===== config.mk =====
export PLATFORM = sky130hd
export DESIGN_NAME = mips_multicycle_controller
export DESIGN_NICKNAME = d
export VERILOG_FILES = /design/src/rtl/mips_multicycle_controller.sv
export SDC_FILE = /design/constraint.sdc
export NUM_CORES = 1
export LEC_CHECK = 0
export CAP_MARGIN = 20
export CORE_MARGIN = 2
export CORE_UTILIZATION = 32
export DETAILED_ROUTE_END_ITERATION = 10
export HOLD_SLACK_MARGIN = 0.06
export PLACE_DENSITY = 0.75
export SLEW_MARGIN = 20
export SYNTH_ARGS = -nofsm -noshare
export SYNTH_HDL_FRONTEND = slang
export SYNTH_SLANG_ARGS = --single-unit

===== constraint.sdc =====
create_clock -name clk -period 1.2 [get_ports clk]
set_input_delay 0.24 -clock clk [delete_from_list [all_inputs] [get_ports clk]]
set_output_delay 0.24 -clock clk [all_outputs]
set_load 0.01 [all_outputs]

===== src/rtl/mips_multicycle_controller.sv =====
// mips_multicycle_controller
//   Moore-style control FSM for the multicycle MIPS datapath. Walks each
//   instruction through fetch / decode / execute / memory / writeback and
//   drives the ALU function select plus every datapath mux and enable.
//
// Ports
//   clk        in  1  rising-edge clock
//   reset      in  1  synchronous, active-low
//   op         in  6  instr[31:26]
//   funct      in  6  instr[5:0]
//   zero       in  1  ALU Z flag, used for beq
//   alucontrol out 3  ALU F (010 add, 110 sub, 000 and, 001 or, 111 slt)
//   alusrca    out 1  0 = PC, 1 = register A
//   alusrcb    out 2  00 B, 01 const 4, 10 sign-ext imm, 11 sign-ext imm << 2
//   pcsrc      out 2  00 ALU result, 01 ALUOut, 10 jump target
//   iord       out 1  memory address: 0 = PC, 1 = ALUOut
//   irwrite    out 1  instruction register write enable
//   memwrite   out 1  data memory write enable
//   regdst     out 1  0 = rt, 1 = rd
//   memtoreg   out 1  0 = ALUOut, 1 = memory data
//   regwrite   out 1  register file write enable
//   pcen       out 1  PC enable = pcwrite | (branch & zero)
//   state      out 4  current state (debug)

module mips_multicycle_controller (
    input  logic       clk,
    input  logic       reset,
    input  logic [5:0] op,
    input  logic [5:0] funct,
    input  logic       zero,
    output logic [2:0] alucontrol,
    output logic       alusrca,
    output logic [1:0] alusrcb,
    output logic [1:0] pcsrc,
    output logic       iord,
    output logic       irwrite,
    output logic       memwrite,
    output logic       regdst,
    output logic       memtoreg,
    output logic       regwrite,
    output logic       pcen,
    output logic [3:0] state
);

    typedef enum logic [3:0] {
        FETCH   = 4'd0,
        DECODE  = 4'd1,
        MEMADR  = 4'd2,
        MEMRD   = 4'd3,
        MEMWB   = 4'd4,
        MEMWR   = 4'd5,
        EXECUTE = 4'd6,
        ALUWB   = 4'd7,
        BRANCH  = 4'd8,
        ADDIEX  = 4'd9,
        ADDIWB  = 4'd10,
        JUMP    = 4'd11
    } state_t;

    localparam logic [5:0] OP_RTYPE = 6'b000000;
    localparam logic [5:0] OP_LW    = 6'b100011;
    localparam logic [5:0] OP_SW    = 6'b101011;
    localparam logic [5:0] OP_BEQ   = 6'b000100;
    localparam logic [5:0] OP_ADDI  = 6'b001000;
    localparam logic [5:0] OP_J     = 6'b000010;

    localparam logic [2:0] ALU_ADD = 3'b010;
    localparam logic [2:0] ALU_SUB = 3'b110;
    localparam logic [2:0] ALU_AND = 3'b000;
    localparam logic [2:0] ALU_OR  = 3'b001;
    localparam logic [2:0] ALU_SLT = 3'b111;

    state_t state_q;
    state_t state_d;

    // Raw (pre-reset-gating) controls decoded from state.
    logic [2:0] alu_c;
    logic       asa_c;
    logic [1:0] asb_c;
    logic [1:0] pcs_c;
    logic       iord_c;
    logic       irw_c;
    logic       mw_c;
    logic       rd_c;
    logic       m2r_c;
    logic       rw_c;
    logic       pcwrite_c;
    logic       branch_c;
    logic [2:0] funct_alu;

    // ------------------------------------------------------------------
    // State register
    // ------------------------------------------------------------------
    always_ff @(posedge clk) begin
        if (!reset)
            state_q <= FETCH;
        else
            state_q <= state_d;
    end

    assign state = state_q;

    // ------------------------------------------------------------------
    // Next-state logic
    // ------------------------------------------------------------------
    always_comb begin
        state_d = FETCH;
        case (state_q)
            FETCH:   state_d = DECODE;
            DECODE: begin
                case (op)
                    OP_LW,
                    OP_SW:    state_d = MEMADR;
                    OP_RTYPE: state_d = EXECUTE;
                    OP_BEQ:   state_d = BRANCH;
                    OP_ADDI:  state_d = ADDIEX;
                    OP_J:     state_d = JUMP;
                    default:  state_d = FETCH;
                endcase
            end
            MEMADR: begin
                if (op == OP_LW)
                    state_d = MEMRD;
                else if (op == OP_SW)
                    state_d = MEMWR;
                else
                    state_d = FETCH;
            end
            MEMRD:   state_d = MEMWB;
            MEMWB:   state_d = FETCH;
            MEMWR:   state_d = FETCH;
            EXECUTE: state_d = ALUWB;
            ALUWB:   state_d = FETCH;
            BRANCH:  state_d = FETCH;
            ADDIEX:  state_d = ADDIWB;
            ADDIWB:  state_d = FETCH;
            JUMP:    state_d = FETCH;
            default: state_d = FETCH;
        endcase
    end

    // ------------------------------------------------------------------
    // Output logic
    // ------------------------------------------------------------------
    always_comb begin
        case (funct)
            6'b100000: funct_alu = ALU_ADD;
            6'b100010: funct_alu = ALU_SUB;
            6'b100100: funct_alu = ALU_AND;
            6'b100101: funct_alu = ALU_OR;
            6'b101010: funct_alu = ALU_SLT;
            default:   funct_alu = ALU_ADD;
        endcase
    end

    always_comb begin
        alu_c     = '0;
        asa_c     = 1'b0;
        asb_c     = '0;
        pcs_c     = '0;
        iord_c    = 1'b0;
        irw_c     = 1'b0;
        mw_c      = 1'b0;
        rd_c      = 1'b0;
        m2r_c     = 1'b0;
        rw_c      = 1'b0;
        pcwrite_c = 1'b0;
        branch_c  = 1'b0;
        case (state_q)
            FETCH: begin
                asb_c     = 2'b01;
                alu_c     = ALU_ADD;
                irw_c     = 1'b1;
                pcwrite_c = 1'b1;
            end
            DECODE: begin
                asb_c = 2'b11;
                alu_c = ALU_ADD;
            end
            MEMADR: begin
                asa_c = 1'b1;
                asb_c = 2'b10;
                alu_c = ALU_ADD;
            end
            MEMRD: begin
                iord_c = 1'b1;
            end
            MEMWB: begin
                m2r_c = 1'b1;
                rw_c  = 1'b1;
            end
            MEMWR: begin
                iord_c = 1'b1;
                mw_c   = 1'b1;
            end
            EXECUTE: begin
                asa_c = 1'b1;
                alu_c = funct_alu;
            end
            ALUWB: begin
                rd_c = 1'b1;
                rw_c = 1'b1;
            end
            BRANCH: begin
                asa_c    = 1'b1;
                alu_c    = ALU_SUB;
                pcs_c    = 2'b01;
                branch_c = 1'b1;
            end
            ADDIEX: begin
                asa_c = 1'b1;
                asb_c = 2'b10;
                alu_c = ALU_ADD;
            end
            ADDIWB: begin
                rw_c = 1'b1;
            end
            JUMP: begin
                pcs_c     = 2'b10;
                pcwrite_c = 1'b1;
            end
            default: ;
        endcase
    end

    // While reset is held the outputs present FETCH values with every
    // write enable forced low, whatever the state register still holds.
    always_comb begin
        if (!reset) begin
            alucontrol = ALU_ADD;
            alusrca    = 1'b0;
            alusrcb    = 2'b01;
            pcsrc      = 2'b00;
            iord       = 1'b0;
            irwrite    = 1'b0;
            memwrite   = 1'b0;
            regdst     = 1'b0;
            memtoreg   = 1'b0;
            regwrite   = 1'b0;
            pcen       = 1'b0;
        end else begin
            alucontrol = alu_c;
            alusrca    = asa_c;
            alusrcb    = asb_c;
            pcsrc      = pcs_c;
            iord       = iord_c;
            irwrite    = irw_c;
            memwrite   = mw_c;
            regdst     = rd_c;
            memtoreg   = m2r_c;
            regwrite   = rw_c;
            pcen       = pcwrite_c | (branch_c & zero);
        end
    end

endmodule

==> results of run 1 <==
==> cell usage after synthesis (2+ instances only) <==
library cell and number:
o21ai_0 4, buf_2 2, nand3_1 5, nor2b_1 4, dfxtp_1 4, nand2b_1 3, o21ai_1 3, a31oi_1 2
xnor2_1 2, o21a_1 2, a21oi_1 6, nor2_1 11, nor3_1 5, and3_1 2, nand4_1 2, nand2_1 8
==> cell type report <==
class,instances,area share
Tap cell,16,0.0162
Inverter,2,0.00608
Sequential cell,4,0.0770
Clock buffer,3,0.0182
Multi-Input combinational cell,73,0.456
Timing Repair Buffer,67,0.427
==> timing repair <==
action,CTS,global route
resized for setup,110,17
setup endpoints to repair,23,21
hold endpoints to repair,0,0
pin swaps,18,6
setup buffers,5,3
==> per-layer routing <==
layer | vias up | global-route usage
met1 | 435 | 0.304
met3 | 8 | 0.0360
met4 | 0 | 0.118
li1 | 428 | -
met2 | 41 | 0.477
met5 | - | 0
==> power by group through the flow <==
stage                     Clock (W)  Sequential, W  Combinational, W
after floorplan                   0       0.000146         0.0000868
after global placement            0       0.000150          0.000224
after detailed placement          0       0.000150          0.000230
after CTS                  0.000186       0.000144          0.000236
after global routing       0.000202       0.000143          0.000269
final                      0.000187       0.000142          0.000251
==> metrics by stage <==
step	setup TNS [ns]	worst slack (ns)	hold WS, ns	total power (W)	instance area (sq um)
2_1_floorplan	-0.173	-0.0915	0.412	0.000233	594
3_3_place_gp	-12.59	-0.790	0.620	0.000374	1110
3_5_place_dp	-12.97	-0.816	0.641	0.000381	1110
4_1_cts	-4.16	-0.369	0.582	0.000567	1170
5_1_grt	-5.50	-0.467	0.509	0.000613	1230
6_report	-4.73	-0.405	0.482	0.000580	1230
==> how the worst min path moves through the flow <==
stage	from	end	slack [ns]
after floorplan	op[2]	state[0]$_SDFF_PN0_	0.41
final	op[5]	state[0]$_SDFF_PN0_	0.48
after CTS	op[1]	state[3]$_SDFF_PN0_	0.58
after detailed placement	state[3]$_SDFF_PN0_	state[3]$_SDFF_PN0_	0.64
after global routing	reset	state[1]$_SDFF_PN0_	0.51
after global placement	state[3]$_SDFF_PN0_	state[3]$_SDFF_PN0_	0.62
==> cells by family (layout without fill, tap and decap cells) <==
family,Yosys count,in the layout,share of synthesized area
AOI/OAI and AO/OA,23,23,0.258
xor gates and xnor gates,3,3,0.0488
buffers and inverters,6,72,0.0604
DFF,4,4,0.149
muxes,1,1,0.0209
and+or+nand+nor,46,46,0.463
==> critical path, delay by kind of cell (launching register included) <==
kind,cells,cell delay (ns)
simple gates,2,0.31
mux,1,0.33
buf+inv,1,0.10
flops,1,0.37
==> summary.txt, run 1 <==
CP peak stage delay = 0.37 ns
IO Pins = 34
Status = finished, violations left
WP data required = 0.96 ns
VDD IR max = 0.356 mV
Die Wd = 45.0 um
Post-synth top area cell = dfxtp_1
Gpl congestion = 0.790
Worst Reg2Reg Path Length in Cells = 5
FF/Latch Area = 95.1 sq um
Cell mode on critical path = nor2b_4
Hold crit path type = input port to flip-flop
Crit start category = flip-flop
Util after Layout = 0.801
Number of enable flip-flop cells after synthesis = 0
Hold buffers post-CTS = 0
H-tree depth = 1
Slowest CP cell = dfxtp_4
Vias in the first global route = 832
Hpwl dp = 1600 um
Clock group share of total power = 0.322
WL/cell = 15.7 um
Initial antenna violation count = 0
Highest metal used = met4
Min cycle time layout = 1.60 ns
CP startpoint = state[1]$_SDFF_PN0_
Worst slew margin = 0.853
Rows = 14
Leakage power = 0.547 nW
Die height = 45.0 um
Multi-input logic area = 563 sq um
Most common cell after layout, fill and taps aside = buf_4
Max cap viols = 0
Flop2flop setup slack = -0.21 ns
Yosys cell types = 34
TritonCTS Buffers = 3
Failing checks = negative setup slack
Yosys reg bits = 4
R2r startpoint = state[2]$_SDFF_PN0_
Top cells by area, synth = dfxtp_1 (15%), nor2_1 (7.7%), a21oi_1 (5.6%)
First-pass GRT wire length = 3850 um
Comb power frac = 0.433
Crit share post-route = 1.34
Crit-path cells = nor2b_4 -> mux2_4 -> nor2b_4 -> buf_6
Layout area overhead = 130%
Max-slew violations = 0
Core Box Area = 1540 sq um
Root buf cell = clkbuf_4
Mapped Cells = 83
CP endpoint = regwrite
Clock sink total = 4
Syn nets = 98
Number of setup violations in the final report = 19
Internal Power = 0.000378 W
Wire length on met1 = 1060 um
Non-filler cells, final = 165
Actual slew at the worst max-slew pin = 0.218 ns
Unrepaired setup endpoints after global routing = true
Sequential Power Share = 0.245
YS warnings = 0
Max FO, Critical Path = 5
Routed length on met3 = 99 um
Antenna viol nets, final = 0
GRT Util Overall = 0.264
Async S/R FF share, synth = 0
Routed wire length = 2590 um
Post-route DRC = 0
Crit path capture type = primary output
Area of the die = 2030 sq um
Largest register FFs = 4
1st-pass router iterations = 4
Fmax = 623 MHz
Worst reg2reg endpoint = state[2]$_SDFF_PN0_
Ant. Diodes = 0
Net Sw Power = 0.000202 W
DR WL met2 = 1360 um
Total grt overflow = 0
Starting density of the core = 0.349
Placed insts = 154
Nets = 166
Hold Crit Depth = 5
Port bufs = 33
Mean post-synth cell area = 6.48 sq um
Final hold vios = 0
Share of the synthesized area in the top cell type = 0.149
Clk_lat worst skew = 0.25 ns
Largest net degree at the start of global routing = 9
Clock Pin Slew Worst Setup and Hold Paths = 0.05 ns
Sw Ratio = 0.349
Fillers = 101
PD cells = 470 nW/um^2
Top FF cell, synth = dfxtp_1
Most frequent cells in the layout = buf_4 (27), buf_2 (14), dlygate4sd2_1 (10)
DR vias = 912
Worst EP arrival = 1.36 ns
Vias per cell = 5.53
Worst Slack Setup Final = -0.405 ns
Synth Cell Area = 538 sq um
Max clock buf depth = 2
CP Class = flip-flop to primary output
Iteration-0 DRC Markers = 7
Seq/Total Area, Yosys = 0.149
Clock Skews = 0.0163 ns
CTS tree = yes
Layout cells sized above 1 = 0.624
Note: power is estimated with default switching activity, not from simulation.
==> run 2, diff against run 1 <==
--- a/config.mk
+++ b/config.mk
@@ -8,6 +8,7 @@
 export CAP_MARGIN = 20
 export CORE_MARGIN = 2
 export CORE_UTILIZATION = 32
+export CTS_CLUSTER_DIAMETER = 200
 export DETAILED_ROUTE_END_ITERATION = 10
 export HOLD_SLACK_MARGIN = 0.06
 export PLACE_DENSITY = 0.75
==> results of run 2 <==
No change in the layout: final DEF, timing and power equal those of run 1.
